File: config.mk
export PLATFORM = sky130hd
export DESIGN_NAME = rr_decoder_arbiter_flat
export DESIGN_NICKNAME = d
export VERILOG_FILES = /design/src/rtl/rr_decoder_arbiter_if.sv /design/src/rtl/rr_decoder_arbiter.sv /design/src/flat_wrapper.sv
export SDC_FILE = /design/constraint.sdc
export NUM_CORES = 1
export LEC_CHECK = 0
export CAP_MARGIN = 20
export CELL_PAD_IN_SITES_DETAIL_PLACEMENT = 2
export CELL_PAD_IN_SITES_GLOBAL_PLACEMENT = 2
export CORE_MARGIN = 2
export CORE_UTILIZATION = 32
export DETAILED_ROUTE_END_ITERATION = 7
export MAX_ROUTING_LAYER = met4
export PLACE_DENSITY_LB_ADDON = 0.1
export SLEW_MARGIN = 20
export SYNTH_ARGS = -nofsm -noshare
export SYNTH_HDL_FRONTEND = slang
export SYNTH_SLANG_ARGS = --single-unit
export TNS_END_PERCENT = 50
File: constraint.sdc
create_clock -name clk -period 2.6 [get_ports clk]
set_input_delay 0.52 -clock clk [delete_from_list [all_inputs] [get_ports clk]]
set_output_delay 0.52 -clock clk [all_outputs]
set_load 0.05 [all_outputs]
File: src/rtl/rr_decoder_arbiter_if.sv
// Request/grant bundle between up to four requesters and the round-robin arbiter.
// The master drives requests and release; the slave (arbiter) returns grant status.
interface rr_decoder_arbiter_if;
  logic [3:0] req;
  logic       done;
  logic [3:0] grant;
  logic [1:0] grant_idx;
  logic       busy;
  logic       timeout;

  modport master (
    output req, done,
    input  grant, grant_idx, busy, timeout
  );

  modport slave (
    input  req, done,
    output grant, grant_idx, busy, timeout
  );
endinterface

File: src/rtl/rr_decoder_arbiter.sv
// Four-requester round-robin arbiter with hold timeout.
// The winner is kept as a 2-bit index and decoded to a one-hot grant while in GRANT.
module rr_decoder_arbiter #(
  parameter int TIMEOUT = 15,
  parameter int CNT_W   = 4
) (
  input  logic                 clk,
  input  logic                 reset,
  rr_decoder_arbiter_if.slave  bus
);

  typedef enum logic {ST_IDLE = 1'b0, ST_GRANT = 1'b1} state_t;

  localparam logic [CNT_W-1:0] TIMEOUT_C = CNT_W'(TIMEOUT);
  localparam logic [CNT_W-1:0] CNT_MAX   = {CNT_W{1'b1}};
  localparam logic [CNT_W-1:0] CNT_ONE   = CNT_W'(1);

  state_t           r_state, w_state_nxt;
  logic [1:0]       r_idx,   w_idx_nxt;
  logic [1:0]       r_ptr,   w_ptr_nxt;
  logic [CNT_W-1:0] r_cnt,   w_cnt_nxt;
  logic             r_timeout, w_timeout_nxt;

  logic [3:0]       w_rot;
  logic [1:0]       w_offset;
  logic [1:0]       w_winner;
  logic             w_found;
  logic             w_owner_req;
  logic             w_expired;

  function automatic logic [1:0] add2(input logic [1:0] a, input logic [1:0] b);
    return a + b;
  endfunction

  // Requests rotated so that bit 0 is the requester at ptr; first set bit wins.
  always_comb begin
    for (int k = 0; k < 4; k++) begin
      w_rot[k] = bus.req[add2(r_ptr, 2'(k))];
    end
    if      (w_rot[0]) w_offset = 2'd0;
    else if (w_rot[1]) w_offset = 2'd1;
    else if (w_rot[2]) w_offset = 2'd2;
    else               w_offset = 2'd3;
    w_winner = add2(r_ptr, w_offset);
    w_found  = |bus.req;
  end

  assign w_owner_req = bus.req[r_idx];
  assign w_expired   = (TIMEOUT != 0) && (r_cnt == TIMEOUT_C);

  // State register
  // NOTE: sequential state uses non-blocking assignments so every flop samples pre-edge values.
  always_ff @(posedge clk) begin
    if (reset) begin
      r_state   <= ST_IDLE;
      r_idx     <= 2'd0;
      r_ptr     <= 2'd0;
      r_cnt     <= '0;
      r_timeout <= 1'b0;
    end else begin
      r_state   <= w_state_nxt;
      r_idx     <= w_idx_nxt;
      r_ptr     <= w_ptr_nxt;
      r_cnt     <= w_cnt_nxt;
      r_timeout <= w_timeout_nxt;
    end
  end

  // Next-state logic
  always_comb begin
    // NOTE: every combinational output gets a default first so no path infers a latch.
    w_state_nxt   = r_state;
    w_idx_nxt     = r_idx;
    w_ptr_nxt     = r_ptr;
    w_cnt_nxt     = r_cnt;
    w_timeout_nxt = 1'b0;
    unique case (r_state)
      ST_IDLE: begin
        if (w_found) begin
          w_state_nxt = ST_GRANT;
          w_idx_nxt   = w_winner;
          w_cnt_nxt   = CNT_ONE;
        end
      end
      ST_GRANT: begin
        if (bus.done || !w_owner_req || w_expired) begin
          // A done in the expiry cycle is an ordinary release, so no timeout pulse.
          w_state_nxt   = ST_IDLE;
          w_ptr_nxt     = add2(r_idx, 2'd1);
          w_cnt_nxt     = '0;
          w_timeout_nxt = w_expired && !bus.done && w_owner_req;
        end else if (r_cnt != CNT_MAX) begin
          w_cnt_nxt = r_cnt + CNT_ONE;
        end
      end
      default: w_state_nxt = ST_IDLE;
    endcase
  end

  // Outputs depend only on registers, so they change only at clock edges.
  always_comb begin
    bus.grant     = (r_state == ST_GRANT) ? (4'b0001 << r_idx) : 4'b0000;
    bus.grant_idx = r_idx;
    bus.busy      = (r_state == ST_GRANT);
    bus.timeout   = r_timeout;
  end

endmodule

File: src/flat_wrapper.sv
// flat-port wrapper written by rule: the top's interface ports become plain ports
module rr_decoder_arbiter_flat 
#(
  parameter int TIMEOUT = 15,
  parameter int CNT_W   = 4
)
  (clk, reset, bus_req, bus_done, bus_grant, bus_grant_idx, bus_busy, bus_timeout);
  rr_decoder_arbiter_if bus_i ();
  input  logic clk;
  input  logic reset;
  input wire logic [$bits(bus_i.req)-1:0] bus_req;
  input wire logic [$bits(bus_i.done)-1:0] bus_done;
  output wire logic [$bits(bus_i.grant)-1:0] bus_grant;
  output wire logic [$bits(bus_i.grant_idx)-1:0] bus_grant_idx;
  output wire logic [$bits(bus_i.busy)-1:0] bus_busy;
  output wire logic [$bits(bus_i.timeout)-1:0] bus_timeout;
  assign bus_i.req = bus_req;
  assign bus_i.done = bus_done;
  assign bus_grant = bus_i.grant;
  assign bus_grant_idx = bus_i.grant_idx;
  assign bus_busy = bus_i.busy;
  assign bus_timeout = bus_i.timeout;
  rr_decoder_arbiter #(.TIMEOUT(TIMEOUT), .CNT_W(CNT_W)) u_core (.clk(clk), .reset(reset), .bus(bus_i));
endmodule
==> results.py <==
metrics = {
    "run_status": {
        "status": "complete, no violations",
    },
    "synth": {
        "ys.warnings.count": 0,
        "synth_cell_types": 35,
        "synthTopCellsByCount": "dfxtp_1 (10), nor2_1 (8), ha_1 (6)",
        "synthTopCellsByArea": "dfxtp_1 (28%), ha_1 (11%), mux2i_1 (5.6%)",
        "mappedNetlistArea_um2": 709,
        "avgSynthCellArea_um2": 9.33,
        "syn_inst": 76,
        "synth_top_flop_cell": "dfxtp_1",
        "synth_edf_count": 0,
        "seq_area_frac_synth": 0.282,
        "synth_top_cell_by_area": "dfxtp_1",
        "ys_ff_latch": 10,
        "synth_most_common_cell": "dfxtp_1",
        "synthArstFlopShare": 0,
        "syn-num-nets": 89,
        "yosysTopAreaCellShare": 0.282,
    },
    "route": {
        "wl_mm": 1.95,
        "route.detailed.drc": 0,
        "routed-via-count": 637,
        "ant_nets": 0,
        "viasPerCell": 5.31,
        "drt-wirelength-per-cell_um": 16.2,
        "firstDrtPassIters": 4,
        "drt-initial-drc-count": 3,
    },
    "clock_network": {
        "clk_pin_slew_ns": 0.08,
        "clock_path_buffers": 2,
        "clock_latency_ns": 0.27,
        "ctsHoldBuffers": 0,
        "tritoncts": "built",
        "cts_setup_buffers": 0,
        "h-tree-depth": 1,
        "root_buffer": "clkbuf_4",
        "clkSinkCount": 10,
        "cts_resized": 0,
        "cts_buffers": 3,
    },
    "timing": {
        "setup_viol": 0,
        "finalClockSkew_ns": 0.0123,
        "setup_slack_ns": 0.176,
        "slew_headroom": 0.666,
        "max_freq_mhz": 413,
        "rsz0062_at_grt": "no",
        "tns_ns": 0,
        "slew_viol_final": 0,
        "finalHoldWorstSlack_ns": 0.532,
        "period_needed_ns": 2.42,
        "period_share": 0.932,
        "worst_pin_slew_ns": 0.500,
        "hold_viol": 0,
    },
    "die": {
        "rows": 17,
        "die_w_um": 51.1,
        "fp.dieH_um": 51.1,
        "core-area_um2": 2150,
        "dieArea_um2": 2610,
        "num_io_pins": 15,
        "initial_core_util": 0.330,
    },
    "cells_and_area": {
        "final_area_um2": 896,
        "drive_gt1_frac": 0.152,
        "final_cells": 120,
        "final_core_util": 0.417,
        "fillers": 247,
        "insertedDiodeCount": 0,
        "syn_to_final_growth_pct": 26.3,
        "fin_nets": 106,
    },
    "critical_path": {
        "worstSetupEndpointType": "primary output",
        "worst-r2r-cell-count": 6,
        "worstPathRequired_ns": 2.08,
        "worstSetupPathType": "flip-flop to primary output",
        "worstPathMaxFanout": 6,
        "startpoint_type": "flip-flop",
        "reg2reg_from": "u_core.r_ptr[0]$_SDFFE_PP0P_",
        "arrival_ns": 1.90,
        "worstReg2RegEnd": "u_core.bus.grant_idx[1]$_SDFFE_PP0P_",
        "rrSetupSlack_ns": 0.65,
    },
    "worst_hold_path": {
        "hp-start": "u_core.r_cnt[1]$_SDFFE_PP0P_",
        "hold_path_class": "flip-flop to flip-flop",
        "min_path_cells": 1,
        "hold-path-endpoint": "u_core.r_cnt[1]$_SDFFE_PP0P_",
    },
    "global_routing": {
        "grt_pass1_vias": 672,
        "grt_max_degree": 11,
        "grt.overflow.total": 0,
        "antenna_found_initial": 0,
        "track_usage": 0.169,
        "grt_pass1_wl_mm": 3.13,
    },
    "power": {
        "total_power_uw": 517,
        "p_leak_nw": 0.373,
        "powerDensity_nw_per_um2": 577,
        "ir_worst_vdd_mv": 0.326,
    },
    "place": {
        "pre_cts_slack_ns": 0.0743,
        "place_inst": 116,
        "place_area_um2": 860,
        "port_buffers": 14,
        "place_hpwl_mm": 1.54,
        "place_congestion": 0.693,
    },
    "job": {
        "maxCapViolCount": 0,
    },
}
-- registers in the layout (all words and copies together) (netlist names) --
| register | count |
|---|---|
| u_core.r_ptr | 2 |
| u_core.bus.timeout | 1 |
| u_core.bus.grant_idx | 2 |
| u_core.bus.busy | 1 |
| u_core.r_cnt | 4 |
-- critical path, cell delays in order (launching register included) --
cell,delay (ns)
dfxtp_1,0.47
inv_1,0.12
ha_1,0.22
and2_1,0.15
clkdlybuf4s50_1,0.69
-- cells in the final DEF (no fill, tap or decap), types with 2 or more instances in the layout --
cell type | netlist | final
a31oi_1 | 2 | 2
nand2_1 | 2 | 2
mux2i_1 | 4 | 4
dfxtp_1 | 10 | 10
o21ai_0 | 4 | 4
nor3_1 | 5 | 5
clkbuf_4 | 0 | 3
inv_1 | 4 | 4
nor3b_1 | 2 | 2
nand3_1 | 2 | 2
nor2_1 | 8 | 8
and2_1 | 4 | 4
clkdlybuf4s50_1 | 0 | 14
ha_1 | 6 | 6
-- kinds of logic (layout without fill, tap and decap cells) --
family,after synthesis,after routing,synth area share
compound gates,14,14,0.150
fa+ha+maj,6,6,0.106
buf+inv,7,23,0.0670
flops,10,10,0.282
mux,6,6,0.109
simple gates,33,33,0.286
-- how the worst max path moves through the flow --
stage	from	to	slack, ns	cells after the start
after detailed placement	bus_req[3]	u_core.bus.grant_idx[1]$_SDFFE_PP0P_	0.07	7
final	u_core.bus.grant_idx[0]$_SDFFE_PP0P_	bus_grant[2]	0.18	4
after floorplan	u_core.bus.busy$_SDFF_PP0_	bus_grant[2]	0.64	2
after global routing	u_core.bus.grant_idx[0]$_SDFFE_PP0P_	bus_grant[2]	0.08	4
after CTS	u_core.bus.grant_idx[0]$_SDFFE_PP0P_	bus_grant[2]	0.13	4
after global placement	bus_req[0]	u_core.bus.grant_idx[1]$_SDFFE_PP0P_	0.22	7
-- cell type report --
type | instances | area (µm²) | area share
timing repair buffer | 15 | 148 | 0.165
clock buffer | 4 | 36.3 | 0.0405
sequential | 10 | 200 | 0.223
multi-input combinational | 59 | 462 | 0.515
tap | 28 | 35.0 | 0.0391
inverter | 4 | 15.0 | 0.0168
-- metal layers --
layer  track usage  vias to the layer above  wire length [µm]
met5             -                        -                 0
met4        0.0405                        0                13
met3        0.0439                        2                44
met2         0.318                       10              1050
met1         0.174                      315               835
li1              -                      310                 -
-- report_power, final --
| group | internal, mW | total (mW) | leakage (nW) | switching, mW |
|---|---|---|---|---|
| combinational | 0.0777 | 0.184 | 0.270 | 0.106 |
| sequential | 0.167 | 0.193 | 0.0820 | 0.0258 |
| clock | 0.0849 | 0.140 | 0.0210 | 0.0551 |
| total | 0.330 | 0.517 | 0.373 | 0.187 |
Power figures use the tool's default switching activity.
